File: config.mk
export PLATFORM = sky130hd
export DESIGN_NAME = sakebi_eth_rx_parser
export DESIGN_NICKNAME = d
export VERILOG_FILES = /design/src/rtl/sakebi_eth_rx_parser.sv
export SDC_FILE = /design/constraint.sdc
export NUM_CORES = 1
export LEC_CHECK = 0
export CAP_MARGIN = 5
export CORE_MARGIN = 2
export CORE_UTILIZATION = 29
export CTS_CLUSTER_DIAMETER = 200
export DETAILED_ROUTE_END_ITERATION = 10
export PLACE_DENSITY = 0.48
export SLEW_MARGIN = 20
export SYNTH_ARGS = -nofsm -noshare
export SYNTH_HDL_FRONTEND = slang
export SYNTH_SLANG_ARGS = --single-unit
export TNS_END_PERCENT = 100
File: constraint.sdc
create_clock -name i_axis_ACLK -period 6.2 [get_ports i_axis_ACLK]
set_input_delay 1.55 -clock i_axis_ACLK [delete_from_list [all_inputs] [get_ports i_axis_ACLK]]
set_output_delay 1.55 -clock i_axis_ACLK [all_outputs]
set_load 0.05 [all_outputs]
File: src/rtl/sakebi_eth_rx_parser.sv
// Ethernet receive parser: frames the post-SFD byte stream on idle gaps, captures
// and filters the header, and forwards the payload with the 4-byte FCS removed.
module sakebi_eth_rx_parser #(
  parameter logic [47:0] LOCAL_MAC  = 48'h02_00_00_00_00_01,
  parameter int unsigned GAP_CYCLES = 16,
  parameter int unsigned MAX_BYTES  = 1522
) (
  input  logic        i_axis_ACLK,
  input  logic        i_axis_ARESETn,
  input  logic        i_axis_TVALID,
  output logic        o_axis_TREADY,
  input  logic [7:0]  i_axis_TDATA,
  output logic        o_maxis_TVALID,
  input  logic        i_maxis_TREADY,
  output logic [7:0]  o_maxis_TDATA,
  output logic        o_maxis_TLAST,
  output logic [47:0] o_dst_mac,
  output logic [47:0] o_src_mac,
  output logic [15:0] o_ethertype,
  output logic        o_hdr_valid,
  output logic        o_frame_drop,
  output logic        o_runt,
  output logic        o_oversize
);

  typedef enum logic [2:0] {
    StIdle,
    StHdr,
    StPayload,
    StClose,
    StDiscard
  } state_e;

  localparam logic [7:0]  GapLast  = 8'(GAP_CYCLES - 1);
  localparam logic [47:0] BcastMac = 48'hFFFF_FFFF_FFFF;
  // Smallest frame with at least one payload byte: 14 header + 1 + 4 FCS.
  localparam logic [10:0] MinBytes = 11'd19;

  state_e          state_q, state_d;
  logic [10:0]     bcnt_q, bcnt_d;
  logic [7:0]      gcnt_q, gcnt_d;
  logic [4:0][7:0] sr_q, sr_d;
  logic [2:0]      hcnt_q, hcnt_d;
  logic            out_valid_q, out_valid_d;
  logic [7:0]      out_data_q, out_data_d;
  logic            out_last_q, out_last_d;
  logic [47:0]     dst_q, dst_d;
  logic [47:0]     src_q, src_d;
  logic [15:0]     type_q, type_d;
  logic            hdr_valid_q, hdr_valid_d;
  logic            drop_q, drop_d;
  logic            runt_q, runt_d;
  logic            oversize_q, oversize_d;

  logic full;
  logic out_free;
  logic accept;
  logic frame_end;
  logic dst_match;

  assign full      = (hcnt_q == 3'd5);
  assign out_free  = !out_valid_q || i_maxis_TREADY;
  assign accept    = i_axis_TVALID && o_axis_TREADY;
  assign frame_end = !i_axis_TVALID && (gcnt_q == GapLast);
  assign dst_match = (dst_q == LOCAL_MAC) || (dst_q == BcastMac);

  // Upstream ready: only the payload holdback and the close phase can apply backpressure.
  always_comb begin
    o_axis_TREADY = 1'b1;
    unique case (state_q)
      StPayload: o_axis_TREADY = !full || out_free;
      StClose:   o_axis_TREADY = 1'b0;
      default:   o_axis_TREADY = 1'b1;
    endcase
  end

  // Next-state, counters, header capture, holdback and output register.
  always_comb begin
    state_d     = state_q;
    bcnt_d      = bcnt_q;
    gcnt_d      = gcnt_q;
    sr_d        = sr_q;
    hcnt_d      = hcnt_q;
    out_valid_d = out_valid_q;
    out_data_d  = out_data_q;
    out_last_d  = out_last_q;
    dst_d       = dst_q;
    src_d       = src_q;
    type_d      = type_q;
    hdr_valid_d = 1'b0;
    drop_d      = 1'b0;
    runt_d      = 1'b0;
    oversize_d  = 1'b0;

    if (out_valid_q && i_maxis_TREADY) begin
      out_valid_d = 1'b0;
    end

    // Gap counter saturates so a long idle period cannot wrap into a false frame end.
    if (accept) begin
      gcnt_d = 8'd0;
    end else if (!i_axis_TVALID && gcnt_q != 8'hFF) begin
      gcnt_d = gcnt_q + 8'd1;
    end

    if (accept) begin
      if (state_q == StIdle) begin
        bcnt_d = 11'd1;
      end else if (bcnt_q != 11'h7FF) begin
        bcnt_d = bcnt_q + 11'd1;
      end
    end

    // Header fields shift in MSB-first so the first byte lands in the top byte lane.
    if (accept && (state_q == StIdle || (state_q == StHdr && bcnt_q < 11'd6))) begin
      dst_d = {dst_q[39:0], i_axis_TDATA};
    end else if (accept && state_q == StHdr && bcnt_q < 11'd12) begin
      src_d = {src_q[39:0], i_axis_TDATA};
    end else if (accept && state_q == StHdr) begin
      type_d = {type_q[7:0], i_axis_TDATA};
    end

    unique case (state_q)
      StIdle: begin
        if (accept) begin
          state_d = StHdr;
        end
      end
      StHdr: begin
        if (accept && bcnt_q == 11'd13) begin
          if (dst_match) begin
            hdr_valid_d = 1'b1;
            state_d     = StPayload;
          end else begin
            drop_d  = 1'b1;
            state_d = StDiscard;
          end
        end else if (frame_end) begin
          runt_d  = 1'b1;
          state_d = StIdle;
        end
      end
      StPayload: begin
        if (accept) begin
          sr_d = {sr_q[3:0], i_axis_TDATA};
          // Ready guarantees the output register is free whenever the holdback is full.
          if (full) begin
            out_valid_d = 1'b1;
            out_data_d  = sr_q[4];
            out_last_d  = 1'b0;
          end else begin
            hcnt_d = hcnt_q + 3'd1;
          end
        end else if (frame_end) begin
          if (bcnt_q >= MinBytes) begin
            state_d = StClose;
          end else begin
            runt_d  = 1'b1;
            hcnt_d  = 3'd0;
            state_d = StIdle;
          end
        end
      end
      StClose: begin
        // A valid TLAST byte in the output register marks the wait-for-acceptance phase.
        if (out_valid_q && out_last_q) begin
          if (i_maxis_TREADY) begin
            oversize_d = (32'(bcnt_q) > MAX_BYTES);
            state_d    = StIdle;
          end
        end else if (out_free) begin
          out_valid_d = 1'b1;
          out_data_d  = sr_q[4];
          out_last_d  = 1'b1;
          hcnt_d      = 3'd0;
        end
      end
      StDiscard: begin
        if (frame_end) begin
          state_d = StIdle;
        end
      end
      default: state_d = StIdle;
    endcase
  end

  // State register with synchronous active-low reset.
  always_ff @(posedge i_axis_ACLK) begin
    if (!i_axis_ARESETn) begin
      state_q     <= StIdle;
      bcnt_q      <= 11'd0;
      gcnt_q      <= 8'd0;
      sr_q        <= '0;
      hcnt_q      <= 3'd0;
      out_valid_q <= 1'b0;
      out_data_q  <= 8'd0;
      out_last_q  <= 1'b0;
      dst_q       <= 48'd0;
      src_q       <= 48'd0;
      type_q      <= 16'd0;
      hdr_valid_q <= 1'b0;
      drop_q      <= 1'b0;
      runt_q      <= 1'b0;
      oversize_q  <= 1'b0;
    end else begin
      state_q     <= state_d;
      bcnt_q      <= bcnt_d;
      gcnt_q      <= gcnt_d;
      sr_q        <= sr_d;
      hcnt_q      <= hcnt_d;
      out_valid_q <= out_valid_d;
      out_data_q  <= out_data_d;
      out_last_q  <= out_last_d;
      dst_q       <= dst_d;
      src_q       <= src_d;
      type_q      <= type_d;
      hdr_valid_q <= hdr_valid_d;
      drop_q      <= drop_d;
      runt_q      <= runt_d;
      oversize_q  <= oversize_d;
    end
  end

  assign o_maxis_TVALID = out_valid_q;
  assign o_maxis_TDATA  = out_data_q;
  assign o_maxis_TLAST  = out_last_q;
  assign o_dst_mac      = dst_q;
  assign o_src_mac      = src_q;
  assign o_ethertype    = type_q;
  assign o_hdr_valid    = hdr_valid_q;
  assign o_frame_drop   = drop_q;
  assign o_runt         = runt_q;
  assign o_oversize     = oversize_q;

endmodule

# --- Yosys cells after proc, flatten, opt, wreduce, memory -nomap -nowiden ---
# Cells that the tools add are included.
word_totals:
  regBits: 191
  elab_cells: 126
classes:
  add_sub_neg: 3
  magnitude_cmp: 4
  eq_ne: 23
  mux: 44
  n_bitwise: 3
  reduce_logical: 30
ops:
  columns: ["op", "count"]
  rows:
  - ["48-bit by 42-bit == test with 1-bit output (second input constant)", 1]
  - ["48-bit == test (second input constant)", 1]
  - ["3-bit 2-to-1 mux", 14]
  - ["8-bit 2-to-1 mux", 4]
  - ["11-bit 2-to-1 mux", 2]
  - ["2-bit inequality test (second input constant)", 9]
  - ["1-bit 2-to-1 mux", 16]
  - ["8-bit case mux with 2 select lines", 1]
  - ["3-bit case mux with 5 select lines", 1]
  - ["11-bit by 1-bit adder with 11-bit output (second input constant)", 1]
  - ["11-bit by 4-bit == test with 1-bit output (second input constant)", 1]
  - ["11-bit by 5-bit greater-or-equal comparator with 1-bit output (second input constant)", 1]
  - ["11-bit greater-than comparator (second input constant)", 1]
  - ["11-bit by 3-bit less-than comparator with 1-bit output (second input constant)", 1]
  - ["11-bit by 4-bit less-than comparator with 1-bit output (second input constant)", 1]
  - ["11-bit inequality test (second input constant)", 1]
  - ["1-bit logical AND", 10]
  - ["5-bit AND reduction", 2]
  - ["3-bit inequality test (second input constant)", 3]
  - ["8-bit by 1-bit adder with 8-bit output (second input constant)", 1]
  - ["8-bit by 4-bit == test with 1-bit output (second input constant)", 1]
  - ["8-bit inequality test (second input constant)", 1]
  - ["1-bit case mux with 2 select lines", 4]
  - ["3-bit by 2-bit == test with 1-bit output (second input constant)", 2]
  - ["15 further kinds", 27]

# --- Logic depth before layout (Yosys ltp) ---
depth:
  ltp_word: 9
  mapped_depth: 8

# --- Least setup slack after synthesis ---
# Ideal clock, no wire load.
synth_path:
  kind: "input to output"
  startpoint: "input i_maxis_TREADY"
  endpoint: "output o_axis_TREADY"
  t_arrival_ps: 2233
  required_ps: 4650
  slack_ps: 2417
  path_stages: 3
  cell_sequence: "nor2b_1 -> a31oi_1 -> nand2b_1"
synth_via:
  elab_chain_cells: 3
synth_rtl:
  columns: ["element", "line", "source"]
  rows:
  - ["from (decl)", "14", "input logic i_maxis_TREADY,"]
  - ["1-bit logical OR", "62", "assign out_free = !out_valid_q || i_maxis_TREADY;"]
  - ["1-bit logical OR", "71", "StPayload: o_axis_TREADY = !full || out_free;"]
  - ["1-bit case mux with 2 select lines", "70", "unique case (state_q)"]
  - ["to (decl)", "11", "output logic o_axis_TREADY,"]
# Every way passes these cells.

# --- Worst setup path in the final report ---
# Ends and elaborated chain as after synthesis.

==> run metrics <==
status complete, no violations; leakage power 0.00373 µW; CTS tree done; VDD IR max 137 µV; Top cell by count, worst path clkdlybuf4s50_1; number of clock sinks 191; gr ovfl total 0; Area Overhead vs Synth 29.7%; sequential-to-total area share from yosys stat 0.511; DIE HEIGHT 165 µm; Crit Path Class in2out; period utilisation layout 0.802; post-synthesis net count 867; top_reg_cell synth dfxtp_1; Worst Path Required 4.65 ns; PortBufs 138; Design Area, Final 9700 µm²; chip width 165 µm; placed cell count 1,273; RSZ-0062 raised after global routing false; Post-synth EDFFs 0; Crit Path Max Fanout 5; core area 25,300 µm²; skew final 0.0119 ns; final setup TNS 0 ns; gr usage total 0.149; Synth area leaders dfxtp_1 51%, mux2i_1 9.9%, nand2_1 8.5%; Final nets 979; Max Clk Rate 201 MHz; Routed Antenna Nets 0; Hold Vio Cnt, Final 0; htree depth 4; Setup crit start kind input port; FILL cells 2,600; vias in the first global route 5,734; fraction of layout cells with a size suffix above 1 0.0523; via/cell ratio 4.77; Skew-Pair Late Insertion Delay 0.44 ns; setup repair bufs after CTS 0; Placer Congestion 0.779; Synth async-reset ratio 0; Synth Instances 850; top cell type's share of synthesized area 0.511; fin. max-slew vios 0; critical path, cell by cell clkdlybuf4s50_1, nor2b_1, a31oi_1, nand2b_1, clkdlybuf4s50_1; Post-synth top cells 191 x dfxtp_1, 170 x nand2_1, 97 x nor2_1, 83 x a21oi_1, 74 x mux2i_1; Post-DP Area 9060 µm²; overall power 2520 µW; synthesized area per cell 8.80 µm²; final cell count without fillers 1,305; diode count 0; DR vias 6,220; WL/cell 15.4 µm; clk slew on worst S/H paths 0.07 ns; Buf/Inv on CP 2; cell taking the most area after synthesis dfxtp_1; Die ar. 27,100 µm²; CTS resizes 0; Worst path slowest cell clkdlybuf4s50_1; Worst setup EP type output port; initial antenna violation count 0; pwr dens 260 nW/µm²; minimum clock period after layout 4.97 ns; Slew HR 0.388; slowest cell delay on critical path 0.81 ns; row cnt 58; Max-Cap Viols 0; Yosys reg bits 191; Stages on worst setup path 5; worst hold path depth 2; CP delay by family, top buffers and inverters; CTS root buf clkbuf_16; worst slew pin tran 0.918 ns; Worst Path Arrival 3.42 ns; Distinct cells, synth 56; count leader, synth dfxtp_1; Worst R2R Path Depth 5; # DRC 0; Yosys Warn Count 0; IO Pins 139; Hold Path Class reg2reg; DRT Wirelength 20,200 µm; Iter 0 DRT Violations 537; DRT Pass-1 Iters 5; Num CTS Buffers 17; largest net degree at the start of global routing 86; DPL Wire Length 13,300 µm; worst-case clock buffer depth 2; Final setup viols 0; Mapped Area 7480 µm²; initial cell density of the core 0.296; hold buffers post-CTS 0; first-pass GRT wire length 31,800 µm
[metal layers]
| metal | up-vias | wire [µm] | GRT usage |
|---|---|---|---|
| met5 | - | 0 | 0 |
| met4 | 0 | 425 | 0.0585 |
| met3 | 23 | 1400 | 0.0475 |
| met2 | 167 | 8440 | 0.213 |
| met1 | 2885 | 9890 | 0.208 |
| li1 | 3145 | - | - |
[cells in the final DEF, fill, tap and decap left out, types with 10 or more instances in the layout]
cell	instances
nand4_1	23
nor2_1	97
a21oi_1	83
clkbuf_16	17
nand3_1	28
dfxtp_1	191
xor2_1	10
clkdlybuf4s50_1	138
nand2_1	170
mux2i_1	74
o21ai_0	25
nor4_1	15
[worst paths after layout]
check / from / to / slack (ns)
worst max register to register: bcnt_q[10] / o_ethertype[7] / 3.83
worst min register to register: sr_q[10] / sr_q[18] / 0.45
worst min-delay path: sr_q[10] / sr_q[18] / 0.45
worst max-delay path: i_maxis_TREADY / o_axis_TREADY / 1.23
[power breakdown]
group / internal [µW] / leakage (µW) / switching, µW / total [µW]
Clock: 629 / 0.000302 / 537 / 1170
Combinational: 29.7 / 0.00189 / 77.4 / 107
Sequential: 1230 / 0.00154 / 13.8 / 1250
[per-stage QoR]
step / util / hold WS (ns) / setup slack (ns)
2_1_floorplan: - / 0.432 / 2.42
3_3_place_gp: 0.359 / 0.439 / 1.24
3_5_place_dp: 0.359 / 0.442 / 1.24
4_1_cts: 0.384 / 0.454 / 1.22
5_1_grt: 0.384 / 0.467 / 1.13
6_report: 0.384 / 0.453 / 1.23
[worst reg2reg max path, stage by stage, from the launching register on]
cell and delay (ns):
dfxtp_1 0.34, or4_4 0.57, or3_4 0.36, o21ai_4 0.64, mux2i_1 0.27, nor2_1 0.05
[kinds of logic (layout without fill, tap and decap cells)]
group,Yosys count,in the layout,synth area share
buffers and inverters,56,181,0.0376
AND/OR/NAND/NOR,381,381,0.231
adder cells (fa/ha/maj),5,5,0.00837
flip-flops,191,191,0.511
AO/OA/AOI/OAI,131,131,0.0991
XOR/XNOR,12,12,0.0141
multiplexers,74,74,0.0990
[state kept, by name, indices dropped and copies added, names as in the netlist]
| name | count |
|---|---|
| o_dst_mac | 48 |
| o_src_mac | 48 |
| sr_q | 40 |
| o_ethertype | 16 |
| bcnt_q | 11 |
| gcnt_q | 8 |
| o_maxis_TDATA | 8 |
| hcnt_q | 3 |
| state_q | 3 |
| o_frame_drop | 1 |
| o_hdr_valid | 1 |
| o_maxis_TLAST | 1 |
| o_maxis_TVALID | 1 |
| o_oversize | 1 |
| o_runt | 1 |
[area by class of cell]
type                    count  area (µm²)  area share
multi-input cells         603        3370       0.348
well taps                 330         413      0.0426
clock buffers              18         439      0.0453
flip-flops and latches    191        3820       0.394
inverters                   3        13.8     0.00142
clock inverters            14         193      0.0199
repair buffers            146        1440       0.149
(Power assumes the default switching activity.)
